[config.mk]
export PLATFORM = sky130hd
export DESIGN_NAME = apb_master_flat
export DESIGN_NICKNAME = d
export VERILOG_FILES = /design/src/rtl/apb_master_if.sv /design/src/rtl/apb_master.sv /design/src/flat_wrapper.sv
export SDC_FILE = /design/constraint.sdc
export NUM_CORES = 1
export LEC_CHECK = 0
export ABC_AREA = 1
export CAP_MARGIN = 10
export CORE_MARGIN = 8
export CORE_UTILIZATION = 40
export DETAILED_ROUTE_END_ITERATION = 8
export DONT_BUFFER_PORTS = 1
export SETUP_SLACK_MARGIN = 0.3
export SYNTH_ARGS = -nofsm -noshare
export SYNTH_HDL_FRONTEND = slang
export SYNTH_SLANG_ARGS = --single-unit
[constraint.sdc]
create_clock -name clk -period 5 [get_ports clk]
set_clock_uncertainty 0.1 [all_clocks]
set_input_delay 0.5 -clock clk [delete_from_list [all_inputs] [get_ports clk]]
set_output_delay 0.5 -clock clk [all_outputs]
set_load 0.05 [all_outputs]
[src/rtl/apb_master_if.sv]
// Command, response and APB bus signals of the APB master.
// The master modport is the DUT side; the slave modport is the requester/APB-slave side.
interface apb_master_if #(
    parameter int ADDR_WIDTH = 32,
    parameter int DATA_WIDTH = 32,
    parameter int DATA_STRB  = DATA_WIDTH / 8
);
    logic                  cmd_valid;
    logic                  cmd_ready;
    logic [ADDR_WIDTH-1:0] cmd_addr;
    logic                  cmd_write;
    logic [DATA_WIDTH-1:0] cmd_wdata;
    logic [DATA_STRB-1:0]  cmd_strb;
    logic [2:0]            cmd_prot;

    logic                  rsp_valid;
    logic                  rsp_ready;
    logic [DATA_WIDTH-1:0] rsp_rdata;
    logic                  rsp_err;
    logic                  rsp_timeout;

    logic [ADDR_WIDTH-1:0] paddr;
    logic [2:0]            prot;
    logic                  pwrite;
    logic                  psel;
    logic                  penable;
    logic [DATA_WIDTH-1:0] pwdata;
    logic [DATA_STRB-1:0]  pstrb;
    logic                  pready;
    logic                  slverr;
    logic [DATA_WIDTH-1:0] prdata;

    modport master (
        input  cmd_valid, cmd_addr, cmd_write, cmd_wdata, cmd_strb, cmd_prot,
        output cmd_ready,
        output rsp_valid, rsp_rdata, rsp_err, rsp_timeout,
        input  rsp_ready,
        output paddr, prot, pwrite, psel, penable, pwdata, pstrb,
        input  pready, slverr, prdata
    );

    modport slave (
        output cmd_valid, cmd_addr, cmd_write, cmd_wdata, cmd_strb, cmd_prot,
        input  cmd_ready,
        input  rsp_valid, rsp_rdata, rsp_err, rsp_timeout,
        output rsp_ready,
        input  paddr, prot, pwrite, psel, penable, pwdata, pstrb,
        output pready, slverr, prdata
    );
endinterface

[src/rtl/apb_master.sv]
// Single-outstanding APB master: accepts one command, runs SETUP/ACCESS with a
// bounded wait, and presents a held response until it is consumed.
module apb_master #(
    parameter int ADDR_WIDTH = 32,
    parameter int DATA_WIDTH = 32,
    parameter int DATA_STRB  = DATA_WIDTH / 8,
    parameter int TIMEOUT    = 16
) (
    input  logic         clk,
    input  logic         prst,
    apb_master_if.master bus
);
    typedef enum logic [1:0] {IDLE, SETUP, ACCESS, RESP} state_t;

    localparam logic [7:0] WAIT_LAST = 8'(TIMEOUT - 1);

    state_t                state_q, state_d;
    logic [7:0]            wait_q, wait_d;
    logic                  accept, done, expire;
    logic [ADDR_WIDTH-1:0] addr_d;
    logic [DATA_WIDTH-1:0] wdata_d, rdata_d;
    logic [DATA_STRB-1:0]  strb_d;

    always_comb begin
        state_d = state_q;
        wait_d  = wait_q;
        accept  = 1'b0;
        done    = 1'b0;
        expire  = 1'b0;
        addr_d  = bus.cmd_addr;
        wdata_d = bus.cmd_write ? bus.cmd_wdata : '0;
        strb_d  = bus.cmd_write ? bus.cmd_strb : '0;
        rdata_d = (bus.pready && !bus.pwrite) ? bus.prdata : '0;
        case (state_q)
            IDLE: begin
                if (bus.cmd_valid && bus.cmd_ready) begin
                    accept  = 1'b1;
                    state_d = SETUP;
                end
            end
            SETUP: begin
                wait_d  = '0;
                state_d = ACCESS;
            end
            ACCESS: begin
                // pready wins over an expiring counter in the same cycle
                if (bus.pready) begin
                    done    = 1'b1;
                    state_d = RESP;
                end else if (wait_q == WAIT_LAST) begin
                    expire  = 1'b1;
                    state_d = RESP;
                end else begin
                    wait_d = wait_q + 8'd1;
                end
            end
            RESP: begin
                if (bus.rsp_ready) state_d = IDLE;
            end
            default: state_d = IDLE;
        endcase
    end

    always_ff @(posedge clk or posedge prst) begin
        if (prst) begin
            state_q <= IDLE;
            wait_q  <= '0;
        end else begin
            state_q <= state_d;
            wait_q  <= wait_d;
        end
    end

    // Outputs are registered from the next state so they line up with it.
    always_ff @(posedge clk or posedge prst) begin
        if (prst) begin
            bus.cmd_ready   <= 1'b0;
            bus.psel        <= 1'b0;
            bus.penable     <= 1'b0;
            bus.paddr       <= '0;
            bus.prot        <= '0;
            bus.pwrite      <= 1'b0;
            bus.pwdata      <= '0;
            bus.pstrb       <= '0;
            bus.rsp_valid   <= 1'b0;
            bus.rsp_rdata   <= '0;
            bus.rsp_err     <= 1'b0;
            bus.rsp_timeout <= 1'b0;
        end else begin
            bus.cmd_ready <= (state_d == IDLE);
            bus.psel      <= (state_d == SETUP) || (state_d == ACCESS);
            bus.penable   <= (state_d == ACCESS);
            if (accept) begin
                bus.paddr  <= addr_d;
                bus.prot   <= bus.cmd_prot;
                bus.pwrite <= bus.cmd_write;
                bus.pwdata <= wdata_d;
                bus.pstrb  <= strb_d;
            end
            if (done || expire) begin
                bus.rsp_valid   <= 1'b1;
                bus.rsp_rdata   <= rdata_d;
                bus.rsp_err     <= expire || bus.slverr;
                bus.rsp_timeout <= expire;
            end else if (state_q == RESP && bus.rsp_ready) begin
                bus.rsp_valid <= 1'b0;
            end
        end
    end
endmodule
[src/flat_wrapper.sv]
// flat-port wrapper written by rule: the top's interface ports become plain ports
module apb_master_flat 
#(
    parameter int ADDR_WIDTH = 32,
    parameter int DATA_WIDTH = 32,
    parameter int DATA_STRB  = DATA_WIDTH / 8,
    parameter int TIMEOUT    = 16
)
  (clk, prst, bus_cmd_valid, bus_cmd_addr, bus_cmd_write, bus_cmd_wdata, bus_cmd_strb, bus_cmd_prot, bus_cmd_ready, bus_rsp_valid, bus_rsp_rdata, bus_rsp_err, bus_rsp_timeout, bus_rsp_ready, bus_paddr, bus_prot, bus_pwrite, bus_psel, bus_penable, bus_pwdata, bus_pstrb, bus_pready, bus_slverr, bus_prdata);
  apb_master_if #(.ADDR_WIDTH(ADDR_WIDTH), .DATA_WIDTH(DATA_WIDTH), .DATA_STRB(DATA_STRB)) bus_i ();
  input  logic clk;
  input  logic prst;
  input wire logic [$bits(bus_i.cmd_valid)-1:0] bus_cmd_valid;
  input wire logic [$bits(bus_i.cmd_addr)-1:0] bus_cmd_addr;
  input wire logic [$bits(bus_i.cmd_write)-1:0] bus_cmd_write;
  input wire logic [$bits(bus_i.cmd_wdata)-1:0] bus_cmd_wdata;
  input wire logic [$bits(bus_i.cmd_strb)-1:0] bus_cmd_strb;
  input wire logic [$bits(bus_i.cmd_prot)-1:0] bus_cmd_prot;
  output wire logic [$bits(bus_i.cmd_ready)-1:0] bus_cmd_ready;
  output wire logic [$bits(bus_i.rsp_valid)-1:0] bus_rsp_valid;
  output wire logic [$bits(bus_i.rsp_rdata)-1:0] bus_rsp_rdata;
  output wire logic [$bits(bus_i.rsp_err)-1:0] bus_rsp_err;
  output wire logic [$bits(bus_i.rsp_timeout)-1:0] bus_rsp_timeout;
  input wire logic [$bits(bus_i.rsp_ready)-1:0] bus_rsp_ready;
  output wire logic [$bits(bus_i.paddr)-1:0] bus_paddr;
  output wire logic [$bits(bus_i.prot)-1:0] bus_prot;
  output wire logic [$bits(bus_i.pwrite)-1:0] bus_pwrite;
  output wire logic [$bits(bus_i.psel)-1:0] bus_psel;
  output wire logic [$bits(bus_i.penable)-1:0] bus_penable;
  output wire logic [$bits(bus_i.pwdata)-1:0] bus_pwdata;
  output wire logic [$bits(bus_i.pstrb)-1:0] bus_pstrb;
  input wire logic [$bits(bus_i.pready)-1:0] bus_pready;
  input wire logic [$bits(bus_i.slverr)-1:0] bus_slverr;
  input wire logic [$bits(bus_i.prdata)-1:0] bus_prdata;
  assign bus_i.cmd_valid = bus_cmd_valid;
  assign bus_i.cmd_addr = bus_cmd_addr;
  assign bus_i.cmd_write = bus_cmd_write;
  assign bus_i.cmd_wdata = bus_cmd_wdata;
  assign bus_i.cmd_strb = bus_cmd_strb;
  assign bus_i.cmd_prot = bus_cmd_prot;
  assign bus_cmd_ready = bus_i.cmd_ready;
  assign bus_rsp_valid = bus_i.rsp_valid;
  assign bus_rsp_rdata = bus_i.rsp_rdata;
  assign bus_rsp_err = bus_i.rsp_err;
  assign bus_rsp_timeout = bus_i.rsp_timeout;
  assign bus_i.rsp_ready = bus_rsp_ready;
  assign bus_paddr = bus_i.paddr;
  assign bus_prot = bus_i.prot;
  assign bus_pwrite = bus_i.pwrite;
  assign bus_psel = bus_i.psel;
  assign bus_penable = bus_i.penable;
  assign bus_pwdata = bus_i.pwdata;
  assign bus_pstrb = bus_i.pstrb;
  assign bus_i.pready = bus_pready;
  assign bus_i.slverr = bus_slverr;
  assign bus_i.prdata = bus_prdata;
  apb_master #(.ADDR_WIDTH(ADDR_WIDTH), .DATA_WIDTH(DATA_WIDTH), .DATA_STRB(DATA_STRB), .TIMEOUT(TIMEOUT)) u_core (.clk(clk), .prst(prst), .bus(bus_i));
endmodule
=== Word-level counts from Yosys, hierarchy flattened ===
Cells that the tools add are included.
Widths: inputs -> output; s select.

* Register bits after elaboration: 120
* Bits in latches: 0
* Memory bits (writable): 0
* Bits in read-only memories: 0
* Input bits: 110
* Logic and storage cells: 55
* Memories: 0

* Add/subtract/negate cells: 1
* Multipliers: 0
* Divide/modulo/power cells: 0
* Magnitude comparators: 0
* Equality and inequality tests: 8
* Shift-type cells: 0
* Muxes and demuxes: 20
* Bitwise logic cells: 0
* Reduce and logical (&&, ||, !) cells: 12

{| class="wikitable"
|+ Operator list
! cell !! count
|-
| $mux 32 || 2
|-
| $mux 8 || 2
|-
| $pmux 8 s2 || 1
|-
| $mux 1 || 9
|-
| $add 8x1->8 const B || 1
|-
| $eq 8x4->1 const B || 1
|-
| $mux 2 || 4
|-
| $pmux 2 s4 || 1
|-
| $eq 2x2->1 const B || 3
|-
| $eq 2x1->1 const B || 2
|-
| $logic_not 2->1 || 2
|-
| $mux 4 || 1
|-
| $ne 2x2->1 const B || 2
|-
| $reduce_bool 2->1 || 2
|-
| $logic_and 1x1->1 || 3
|-
| $logic_or 1x1->1 || 3
|-
| $reduce_and 3->1 || 1
|-
| $logic_not 1->1 || 1
|}

=== Depth between registers and ports, before layout ===
Gate-level depths: netlist (run 1).

* Word-level depth: 6
* Mapped depth: 10
* Gate-level depth less buffers: 10

=== Worst setup path before layout (run 1) ===
No wires, ideal clock.

* Path type: reg2reg
* From: register u_core.bus.cmd_ready
* To: register u_core.bus.psel
* Setup time: 0.113 ns
* Arrival time: 1.494 ns
* Path slack: 3.294 ns
* Cell stages (with the launch flop): 8
* Buffers on the path: 0
* Clock period less this slack: 1.706 ns
* Cell sequence: dfrtp_1 > nand2_1 > nor2_4 > inv_2 > nand3_1 > inv_1 > ha_1 > inv_1

* Longest elaborated chain between the ends: 5

{| class="wikitable"
|+ RTL lines
! element !! RTL line !! RTL
|-
| start: declaration || apb_master_if.sv:35 || <nowiki>output cmd_ready,</nowiki>
|-
| start signal: assignment || apb_master.sv:90 || <nowiki>bus.cmd_ready <= (state_d == IDLE);</nowiki>
|-
| $logic_and 1x1->1 * || apb_master.sv:36 || <nowiki>if (bus.cmd_valid && bus.cmd_ready) begin</nowiki>
|-
| $mux 2 * || apb_master.sv:36 ||
|-
| $pmux 2 s4 * || apb_master.sv:34 || <nowiki>case (state_q)</nowiki>
|-
| via u_core.state_d[0] || apb_master.sv:17 || <nowiki>state_t state_q, state_d;</nowiki>
|-
| $eq 2x1->1 or $eq 2x2->1 (tied branches) || apb_master.sv:91 || <nowiki>bus.psel <= (state_d == SETUP) || (state_d == ACCESS);</nowiki>
|-
| $logic_or 1x1->1 * || apb_master.sv:91 ||
|-
| end signal: assignment || apb_master.sv:91 ||
|-
| end: declaration || apb_master_if.sv:38 || <nowiki>output paddr, prot, pwrite, psel, penable, pwdata, pstrb,</nowiki>
|}

The timed path passes the listed nets; every way through them passes the cells marked *.
A chain may end at the register's enable or synchronous reset.

=== Worst setup path in the final report (run 1) ===
* From: register u_core.wait_q[0]
* To: register u_core.bus.psel

* Longest elaborated chain between the ends: 6

{| class="wikitable"
|+ RTL lines
! element !! RTL line !! RTL
|-
| start: declaration || apb_master.sv:18 || <nowiki>logic [7:0] wait_q, wait_d;</nowiki>
|-
| start signal: assignment || apb_master.sv:70 || <nowiki>wait_q <= wait_d;</nowiki>
|-
| $eq 8x4->1 * || apb_master.sv:50 || <nowiki>end else if (wait_q == WAIT_LAST) begin</nowiki>
|-
| $mux 2 * || apb_master.sv:50 ||
|-
| $mux 2 * || apb_master.sv:47 || <nowiki>if (bus.pready) begin</nowiki>
|-
| $pmux 2 s4 * || apb_master.sv:34 ||
|-
| via u_core.state_d[0] || apb_master.sv:17 ||
|-
| $eq 2x1->1 or $eq 2x2->1 (tied branches) || apb_master.sv:91 ||
|-
| $logic_or 1x1->1 * || apb_master.sv:91 ||
|}

Marks and branches as above.

==> results of run 1 <==
cell usage after synthesis, drive strengths merged:
| master | instances | share of area (%) |
|---|---|---|
| nor3 | 1 | 0.10 |
| ha | 3 | 0.76 |
| nor2 | 11 | 1.2 |
| nand2 | 280 | 22 |
| nand4 | 1 | 0.13 |
| buf | 21 | 2.9 |
| inv | 21 | 1.7 |
| clkbuf | 7 | 0.54 |
| dfrtp | 120 | 61 |
| o21ai | 9 | 0.92 |
| or2 | 3 | 0.38 |
| nand3 | 81 | 8.6 |
worst max-delay path by stage:
stage,cells past startpoint,endpoint,slack (ps),start
2_1_floorplan,1,u_core.bus.cmd_ready,1210,prst
3_3_place_gp,7,u_core.bus.psel,2520,u_core.bus.cmd_ready
3_5_place_dp,7,u_core.bus.psel,2420,u_core.bus.cmd_ready
4_1_cts,7,u_core.bus.psel,2410,u_core.bus.cmd_ready
5_1_grt,10,u_core.bus.psel,2520,u_core.wait_q[0]
6_report,10,u_core.bus.psel,2750,u_core.wait_q[0]
flip-flops by register name, summed over array words and instances, names as in the netlist:
register / count
u_core.wait_q: 8
u_core.bus.rsp_err: 1
u_core.state_q: 2
u_core.bus.penable: 1
u_core.bus.cmd_ready: 1
u_core.bus.rsp_valid: 1
u_core.bus.rsp_rdata: 32
u_core.bus.prot: 3
u_core.bus.paddr: 32
u_core.bus.psel: 1
u_core.bus.rsp_timeout: 1
u_core.bus.pstrb: 4
u_core.bus.pwdata: 32
u_core.bus.pwrite: 1
metal layers:
layer | track usage [%] | vias up | part of all wire (%)
met5 | 0 | - | 0
met4 | 5.60 | 0 | 1.2
met3 | 8.59 | 13 | 11
met2 | 23.0 | 165 | 46
met1 | 18.1 | 1694 | 42
li1 | - | 1738 | -
critical path, stage by stage (launching register included):
cell	delay, ps
dfrtp_1	390
ha_1	210
nand2_1	120
nor2_4	150
nand3_4	110
nand2_4	300
inv_4	220
nand3_1	150
inv_1	80
ha_1	280
inv_1	30
layout make-up:
class	count	area, sq um	share of cell area, %
sequential	120	3000	54.0
multi-input combinational	389	1660	29.8
clock buffer	17	425	7.65
tap	147	184	3.31
clock inverter	15	143	2.57
inverter	21	83.8	1.51
timing repair buffer	4	62.6	1.13
power groups by stage:
stage	combinational (uW)	clock [uW]	sequential, uW
2_1_floorplan	561	0	3070
3_3_place_gp	599	0	3220
3_5_place_dp	642	0	3220
4_1_cts	637	1190	3200
5_1_grt	764	1230	3240
6_report	640	1160	3190
kinds of logic (layout without fill, tap and decap cells):
group,Yosys count,after routing,share of synthesized area [%]
compound gates,9,9,0.918
simple gates,377,377,32.1
buf+inv,49,57,5.07
flops,120,120,61.2
fa+ha+maj,3,3,0.765
through the flow:
stage / setup slack, ps / hold WS [ps] / total power, uW / area, sq um / cells
global route: 2520 / 85.2 / 5240 / 5560 / 713
detailed placement: 2420 / 397 / 3860 / 4940 / 679
global placement: 2520 / 384 / 3820 / 4940 / 679
CTS: 2410 / 86.7 / 5030 / 5510 / 711
finish: 2750 / 73.6 / 4980 / 5560 / 713
floorplan: 1210 / 368 / 3640 / 4910 / 558
==> out/results.tsv, run 1 <==
metric	value	unit
run_status	complete, no violations	
place_congestion	0.826	
setup_viol	0	
initial_utilization	40.9	%
powerDensity	896	nW/um^2
timing.setup.critical_path_class	register to register	
fmax	445	MHz
critPathMaxFanout	34	
drc	0	
ys_ff_latch	120	
end_kind	register	
grt_max_degree	78	
grt_usage	15.4	%
layout.nets	666	
final_common_cell	nand2_1	
ff2ff_setup_slack	2750	ps
r2r_end	u_core.bus.psel	
slew_violations	0	
cts.sink_count	120	
drtIter0Drc	204	
ant_nets	0	
synthCells	558	
ys_warn_count	0	
cts_tree	done	
clockBufferDepth	2	
pwr-share-comb	12.8	%
fp.coreArea	12000	sq um
layout-drive-gt1-share	9.54	%
die_w	127	um
wirelength	12500	um
fillCellCount	1164	
hp-class	input pin to async pin	
rr_worst_depth	10	
first_pass_iters	6	
layout_common_cells	nand2_1 (278), dfrtp_1 (120), nand3_1 (79)	
hpwl	8890	um
area_growth	13.3	%
root_buffer	clkbuf_16	
ir_drop	0.400	mV
synth_area	4910	sq um
slew_headroom	38.1	%
crit_arrival	2450	ps
sequentialPowerShare	63.9	%
rows	40	
fin_setup_tns	0	ps
drv_cap	0	
seq_area_frac_synth	61.2	%
clk_latency	400	ps
chipHeight	127	um
hold_viol	0	
antenna_cells	0	
finalCritPeriodShare	44.9	%
r2r-start	u_core.wait_q[0]	
fin_util	46.3	%
synth_area_per_cell	8.79	sq um
ys_types	23	
cp-start-kind	register	
rsz0062_at_grt	no	
portBuffers	0	
cts_resized	0	
vias	3610	
cp_data_required_time	5200	ps
switching_power	2690	uW
routedWlPerCell	17.5	um
hold_buffers	0	
grt_first_pass_wirelength	19500	um
fin_crit	2250	ps
vias_per_cell	5.06	
switching_share	53.9	%
cts_setup_buffers	0	
clkTransAtPathRegs	60	ps
grt_overflow_total	0	
grt_pass1_vias	3574	
worst_slew_pin_slew	928	ps
htree_num_levels	4	
die_area	16100	sq um
power_leakage	0.00302	uW
clkPwrFrac	23.2	%
antenna_found_initial	0	
synthesis.nets	671	
internal-power	2300	uW
cts_made_buffers	17	
ioPinCount	220	
Note: power is estimated with default switching activity, not from simulation.
==> run 2, diff against run 1 <==
==> constraint.sdc (replaced) <==
create_clock -name clk -period 1.9 [get_ports clk]
set_clock_uncertainty 0.1 [all_clocks]
set_input_delay 0.19 -clock clk [delete_from_list [all_inputs] [get_ports clk]]
set_output_delay 0.19 -clock clk [all_outputs]
set_load 0.05 [all_outputs]
==> run 2 against run 1 <==
  * Setup slack got worse by 2400 ps
  * Register-to-register slack got worse by 2400 ps
  * Combinational power rose to 3.4 times the previous value
  * Sequential share of layout area decreased by 9.9 points
  * Largest cell class unchanged
  * Largest power group unchanged
==> out/results.tsv, run 2 (synthesis results as in run 1) <==
metric	value	unit	change
htree_num_levels	4		unchanged
hpwl	9300	um	was 8890 um
wirelength	14500	um	was 12500 um
cts_made_buffers	17		unchanged
dp_slack	195	ps	was 2420 ps
multiInputGateArea	1680	sq um	was 1660 sq um
regArea	3000	sq um	unchanged
switching_power	7160	uW	was 2690 uW
sequentialPowerShare	60.9	%	was 63.9%
holdPathEnd	u_core.state_q[0]		
r2r-start	u_core.wait_q[0]		unchanged
worst_slew_pin_slew	737	ps	was 928 ps
initial_utilization	40.9	%	unchanged
cp_data_required_time	2100	ps	was 5200 ps
crit_arrival	1770	ps	was 2450 ps
routedWlPerCell	17.3	um	was 17.5 um
critPathSlowestCell	dfrtp_1		unchanged
layout_setup_ws	327	ps	was 2750 ps
finalCritPeriodShare	82.8	%	was 44.9%
grt_usage	18.3	%	was 15.4%
placed_area	5040	sq um	was 4940 sq um
top_regs	u_core.bus.paddr: 32 flops, u_core.bus.pwdata: 32 flops, u_core.bus.rsp_rdata: 32 flops		unchanged
grt_max_degree	63		was 78
vias	4243		was 3610
grt_pass1_vias	4499		was 3574
setup_viol	0		unchanged
layout.nets	789		was 666
antenna_cells	0		unchanged
first_pass_iters	4		was 6
fmax	636	MHz	was 445 MHz
die_area	16100	sq um	unchanged
critPathMaxFanout	3		was 34
min_path_cells	4		
drv_cap	0		unchanged
ff2ff_setup_slack	330	ps	was 2750 ps
fin_setup_tns	0	ps	unchanged
ioPinCount	220		unchanged
root_buffer	clkbuf_16		unchanged
chipHeight	127	um	unchanged
crit_chain	ha_2 > nand2_2 > nor2_4 > nand3_4 > nand2_4 > inv_4 > nand3_4 > inv_2 > ha_1 > inv_1		was ha_1 > nand2_1 > nor2_4 > nand3_4 > nand2_4 > inv_4 > nand3_1 > inv_1 > ha_1 > inv_1
slew_headroom	50.9	%	was 38.1%
hold_slack	64.7	ps	was 73.6 ps
layout_common_cells	nand2_1 (277), dfrtp_1 (120), dlygate4sd3_1 (108)		was nand2_1 (278), dfrtp_1 (120), nand3_1 (79)
fin_area	6800	sq um	was 5560 sq um
cpMostUsedCell	nand3_4		
vias_per_cell	5.08		was 5.06
die_w	127	um	unchanged
pwr-share-comb	16.0	%	was 12.8%
cts_tree	done		unchanged
hold_viol	0		unchanged
drc	0		unchanged
fillCellCount	983		was 1164
internal-power	6490	uW	was 2300 uW
fp.coreArea	12000	sq um	unchanged
antenna_found_initial	0		unchanged
run_status	complete, no violations		unchanged
grt_overflow_total	0		unchanged
grt_first_pass_wirelength	23500	um	was 19500 um
end_kind	register		unchanged
ant_nets	0		unchanged
fin_crit	1570	ps	was 2250 ps
place_congestion	0.817		was 0.826
cp-start-kind	register		unchanged
rsz0062_at_grt	yes		was no
portBuffers	0		unchanged
clkPwrFrac	23.1	%	was 23.2%
slew_violations	0		unchanged
clkTransAtPathRegs	50	ps	was 60 ps
timing.setup.critical_path_class	register to register		unchanged
powerDensity	2010	nW/um^2	was 896 nW/um^2
clk_latency	400	ps	about the same
drtIter0Drc	239		was 204
rows	40		unchanged
clockBufferDepth	2		unchanged
rr_worst_depth	10		unchanged
power	13700	uW	was 4980 uW
switching_share	52.4	%	was 53.9%
area_growth	38.6	%	was 13.3%
critPathMaxStageDelay	350	ps	was 390 ps
r2r_end	u_core.bus.psel		unchanged
ir_drop	0.970	mV	was 0.400 mV
layout-drive-gt1-share	10.4	%	was 9.54%
cts.sink_count	120		unchanged
hp-start	bus_cmd_valid		
hp-class	input pin to register		was input pin to async pin
final_common_cell	nand2_1		unchanged
power_leakage	0.00354	uW	was 0.00302 uW
## run 2: changes by cell type in the layout (fill, tap and decap cells not counted), sizes merged
cell / before / now
clkinv: 7 / 5
dlygate4sd3: 0 / 108
inv: 26 / 20
clkinvlp: 2 / 5
buf: 4 / 19
clkbuf: 17 / 21
bufinv: 1 / 2
## run 2: power by group through the flow
stage / clock network [uW] / registers (uW) / logic (uW)
2_1_floorplan: 0 / 8090 / 1480
5_1_grt: 3350 / 8460 / 2500
3_5_place_dp: 0 / 8350 / 1910
6_report: 3150 / 8310 / 2190
4_1_cts: 3220 / 8330 / 2130
3_3_place_gp: 0 / 8360 / 1780
## run 2: worst max path at each step
stage,startpoint,endpoint,slack [ps],cells after the start
after global placement,u_core.wait_q[0],u_core.bus.psel,240,10
final,u_core.wait_q[0],u_core.bus.psel,330,10
after detailed placement,u_core.wait_q[0],u_core.bus.psel,200,10
after floorplan,prst,u_core.bus.cmd_ready,140,1
after global routing,u_core.wait_q[0],u_core.bus.rsp_rdata[11],220,9
after CTS,u_core.wait_q[1],u_core.bus.psel,290,10
## run 2: critical path: cells and delay by family (launching register included)
kind / cells / cell delay, ps
adder cells (fa/ha/maj): 2 / 470
buffers and inverters: 3 / 110
flip-flops: 1 / 350
AND/OR/NAND/NOR: 5 / 430
## run 2: final cells by class
| type | count | share of cell area (%) |
|---|---|---|
| sequential | 120 | 44.2 |
| multi-input combinational | 389 | 24.6 |
| timing repair buffer | 127 | 18.5 |
| clock buffer | 21 | 6.92 |
| tap | 147 | 2.70 |
| clock inverter | 11 | 1.80 |
| inverter | 21 | 1.25 |
## run 2: stage by stage
step | utilization [%] | std cells
CTS | 56.4 | 835
floorplan | - | 558
global placement | 42.0 | 690
finish | 56.6 | 836
global route | 56.6 | 836
detailed placement | 42.0 | 690
## run 2: repair_timing
item	CTS	global route
endpoints found under the setup margin	34	87
buffers inserted	4	1
pin swaps	5	3
resized for setup	4	5
hold buffers	109	0
endpoints found under the hold margin	232	0
## run 2: routing by layer
layer / wire length, um / share of wire, % / track usage, %
met2: 6780 / 47 / 29.2
met3: 1720 / 12 / 8.76
met1: 5750 / 40 / 20.8
met5: 0 / 0 / 0
met4: 247 / 1.7 / 7.49
==> run 3, diff against run 2 <==
==> constraint.sdc (replaced) <==
create_clock -name clk -period 1.3 [get_ports clk]
set_clock_uncertainty 0.1 [all_clocks]
set_input_delay 0.13 -clock clk [delete_from_list [all_inputs] [get_ports clk]]
set_output_delay 0.13 -clock clk [all_outputs]
set_load 0.05 [all_outputs]
==> run 3 against run 2 <==
  * The flow now finishes with violations (negative hold slack, negative setup slack)
  * Wire length increased by 44%
  * Final cell count is 21% higher
  * Highest routed layer unchanged
  * Setup slack got worse by 610 ps
  * Flip-flop and latch count did not move
  * Non-clock buffer count is 173 higher
  * First-iteration DRC count increased by 41%
  * Maximum frequency is 0.72% lower
  * Cell area is 33% higher
  * Core utilization rose by 19 points
==> out/results.tsv, run 3 (synthesis results as in run 1) <==
metric	value	unit	change
die_w	127	um	unchanged
ioPinCount	220		unchanged
drtIter0Drc	336		was 239
layout_setup_ws	-284	ps	was 327 ps
antenna_found_initial	3		was 0
finalCritPeriodShare	122	%	was 82.8%
chipHeight	127	um	unchanged
top_regs	u_core.bus.paddr: 32 flops, u_core.bus.pwdata: 32 flops, u_core.bus.rsp_rdata: 32 flops		unchanged
crit_arrival	1800	ps	was 1770 ps
htree_num_levels	4		unchanged
wirelength	20800	um	was 14500 um
grt_overflow_total	0		unchanged
hp-class	input pin to register		unchanged
grt_first_pass_wirelength	28300	um	was 23500 um
hp-start	bus_cmd_write		was bus_cmd_valid
clk_latency	410	ps	was 400 ps
cts_tree	done		unchanged
critPathSlowestCell	dfrtp_1		unchanged
fin_crit	1580	ps	was 1570 ps
layout.nets	963		was 789
violations	negative hold slack, negative setup slack		
placed_cells	793		was 690
hpwl	9840	um	was 9300 um
layout_common_cells	nand2_1 (261), dlygate4sd3_1 (106), buf_6 (95), dfrtp_1 (95), nand3_1 (74)		was nand2_1 (277), dfrtp_1 (120), dlygate4sd3_1 (108)
cp_data_required_time	1510	ps	was 2100 ps
grt_pass1_vias	5282		was 4499
hold_slack	-246	ps	was 64.7 ps
vias	5224		was 4243
rows	40		unchanged
crit_chain	ha_2 > nand2_2 > nor2_4 > nand3_4 > nand2_4 > inv_4 > nand3_4 > inv_4 > ha_4 > inv_2		was ha_2 > nand2_2 > nor2_4 > nand3_4 > nand2_4 > inv_4 > nand3_4 > inv_2 > ha_1 > inv_1
layout-drive-gt1-share	35.1	%	was 10.4%
fin_util	75.4	%	was 56.6%
cp-start-kind	register		unchanged
final_common_cell	nand2_1		unchanged
placed_area	5890	sq um	was 5040 sq um
ir_drop	1.78	mV	was 0.970 mV
routedWlPerCell	20.6	um	was 17.3 um
fp.coreArea	12000	sq um	unchanged
path_delay_family	adder cells		unchanged
fmax	631	MHz	was 636 MHz
setup_viol	120		was 0
slew_headroom	65.8	%	was 50.9%
cp.buffers_inverters	3		unchanged
cts_made_buffers	17		unchanged
cts.sink_count	120		unchanged
fin_area	9050	sq um	was 6800 sq um
root_buffer	clkbuf_16		unchanged
die_area	16100	sq um	unchanged
place_congestion	0.806		was 0.817
r2r-start	u_core.wait_q[1]		was u_core.wait_q[0]
hold_buffers	106		was 109
powerDensity	2790	nW/um^2	was 2010 nW/um^2
initial_utilization	40.9	%	unchanged
power_leakage	0.00470	uW	was 0.00354 uW
portBuffers	0		unchanged
area_growth	84.5	%	was 38.6%
ant_nets	0		unchanged
timing.setup.critical_path_class	register to register		unchanged
clockBufferDepth	2		unchanged
grt_usage	22.6	%	was 18.3%
critPathMaxFanout	3		unchanged
clkTransAtPathRegs	60	ps	was 50 ps
vias_per_cell	5.17		was 5.08
rsz0062_at_grt	yes		unchanged
min_path_cells	2		was 4
drv_cap	0		unchanged
run_status	finished with violations		was complete, no violations
final_cells	1011		was 836
first_pass_iters	4		unchanged
rr_worst_depth	10		unchanged
end_kind	register		unchanged
crit_cells	10		unchanged
critPathMaxStageDelay	370	ps	was 350 ps
drc	0		unchanged
fin_setup_tns	-18700	ps	was 0 ps
slew_violations	0		unchanged
critPathLaunch	u_core.wait_q[1]		was u_core.wait_q[0]
hold_viol	39		was 0
grt_max_degree	95		was 63
worst_slew_pin_slew	513	ps	was 737 ps
## run 3: cell count changes in the layout (fill, tap and decap cells not counted), sizes merged, moves of 2 or more
cell / before / now
diode: 0 / 3
buf: 19 / 184
dlygate4sd3: 108 / 106
clkinvlp: 5 / 2
clkbuf: 21 / 31
## run 3: final cells by class
type	count	area (sq um)
diodes	3	7.51
clock buffers	22	474
clock inverters	8	121
fillers	722	2960
inverters	21	104
multi-input cells	390	1830
flip-flops and latches	120	3030
well taps	147	184
repair buffers	300	3300
## run 3: worst reg2reg max path, stage by stage (launching register included)
cell	delay [ps]
dfrtp_1	370
ha_2	200
nand2_2	70
nor2_4	120
nand3_4	90
nand2_4	90
inv_4	60
nand3_4	70
inv_4	50
ha_4	250
inv_2	30
## run 3: stage by stage
step | power (uW) | setup WS [ps]
CTS | 23800 | -273
floorplan | 14000 | -406
detailed placement | 17000 | -358
global route | 26200 | -323
finish | 25300 | -284
global placement | 16800 | -255
## run 3: final timing paths
| path | end | slack, ps |
|---|---|---|
| max in group asynchronous | u_core.bus.paddr[15] | 450 |
| hold reg to reg | u_core.bus.rsp_rdata[4] | 390 |
| setup reg to reg | u_core.bus.psel | -280 |
| setup / recovery | u_core.bus.psel | -280 |
| hold / removal | u_core.bus.pwdata[30] | -250 |
| min in group asynchronous | u_core.bus.rsp_rdata[10] | 220 |
## run 3: routing by layer
metal / GRT usage [%] / vias to the layer above / part of all wire [%]
met1: 25.1 / 2518 / 36
met2: 37.5 / 304 / 50
met4: 10.7 / 0 / 4.0
met3: 8.76 / 63 / 10
li1: - / 2339 / -
met5: 0 / - / 0
## run 3: where the power goes
group	internal (uW)	switching, uW
logic	4770	7490
registers	5460	2820
clock network	3140	1630
## run 3: what timing repair did
item	4_1_cts	5_1_grt
hold endpoints to repair	232	39
endpoints found under the setup margin	230	230
gates cloned	6	13
resized for setup	139	53
setup buffers	21	39
pin swaps	16	10
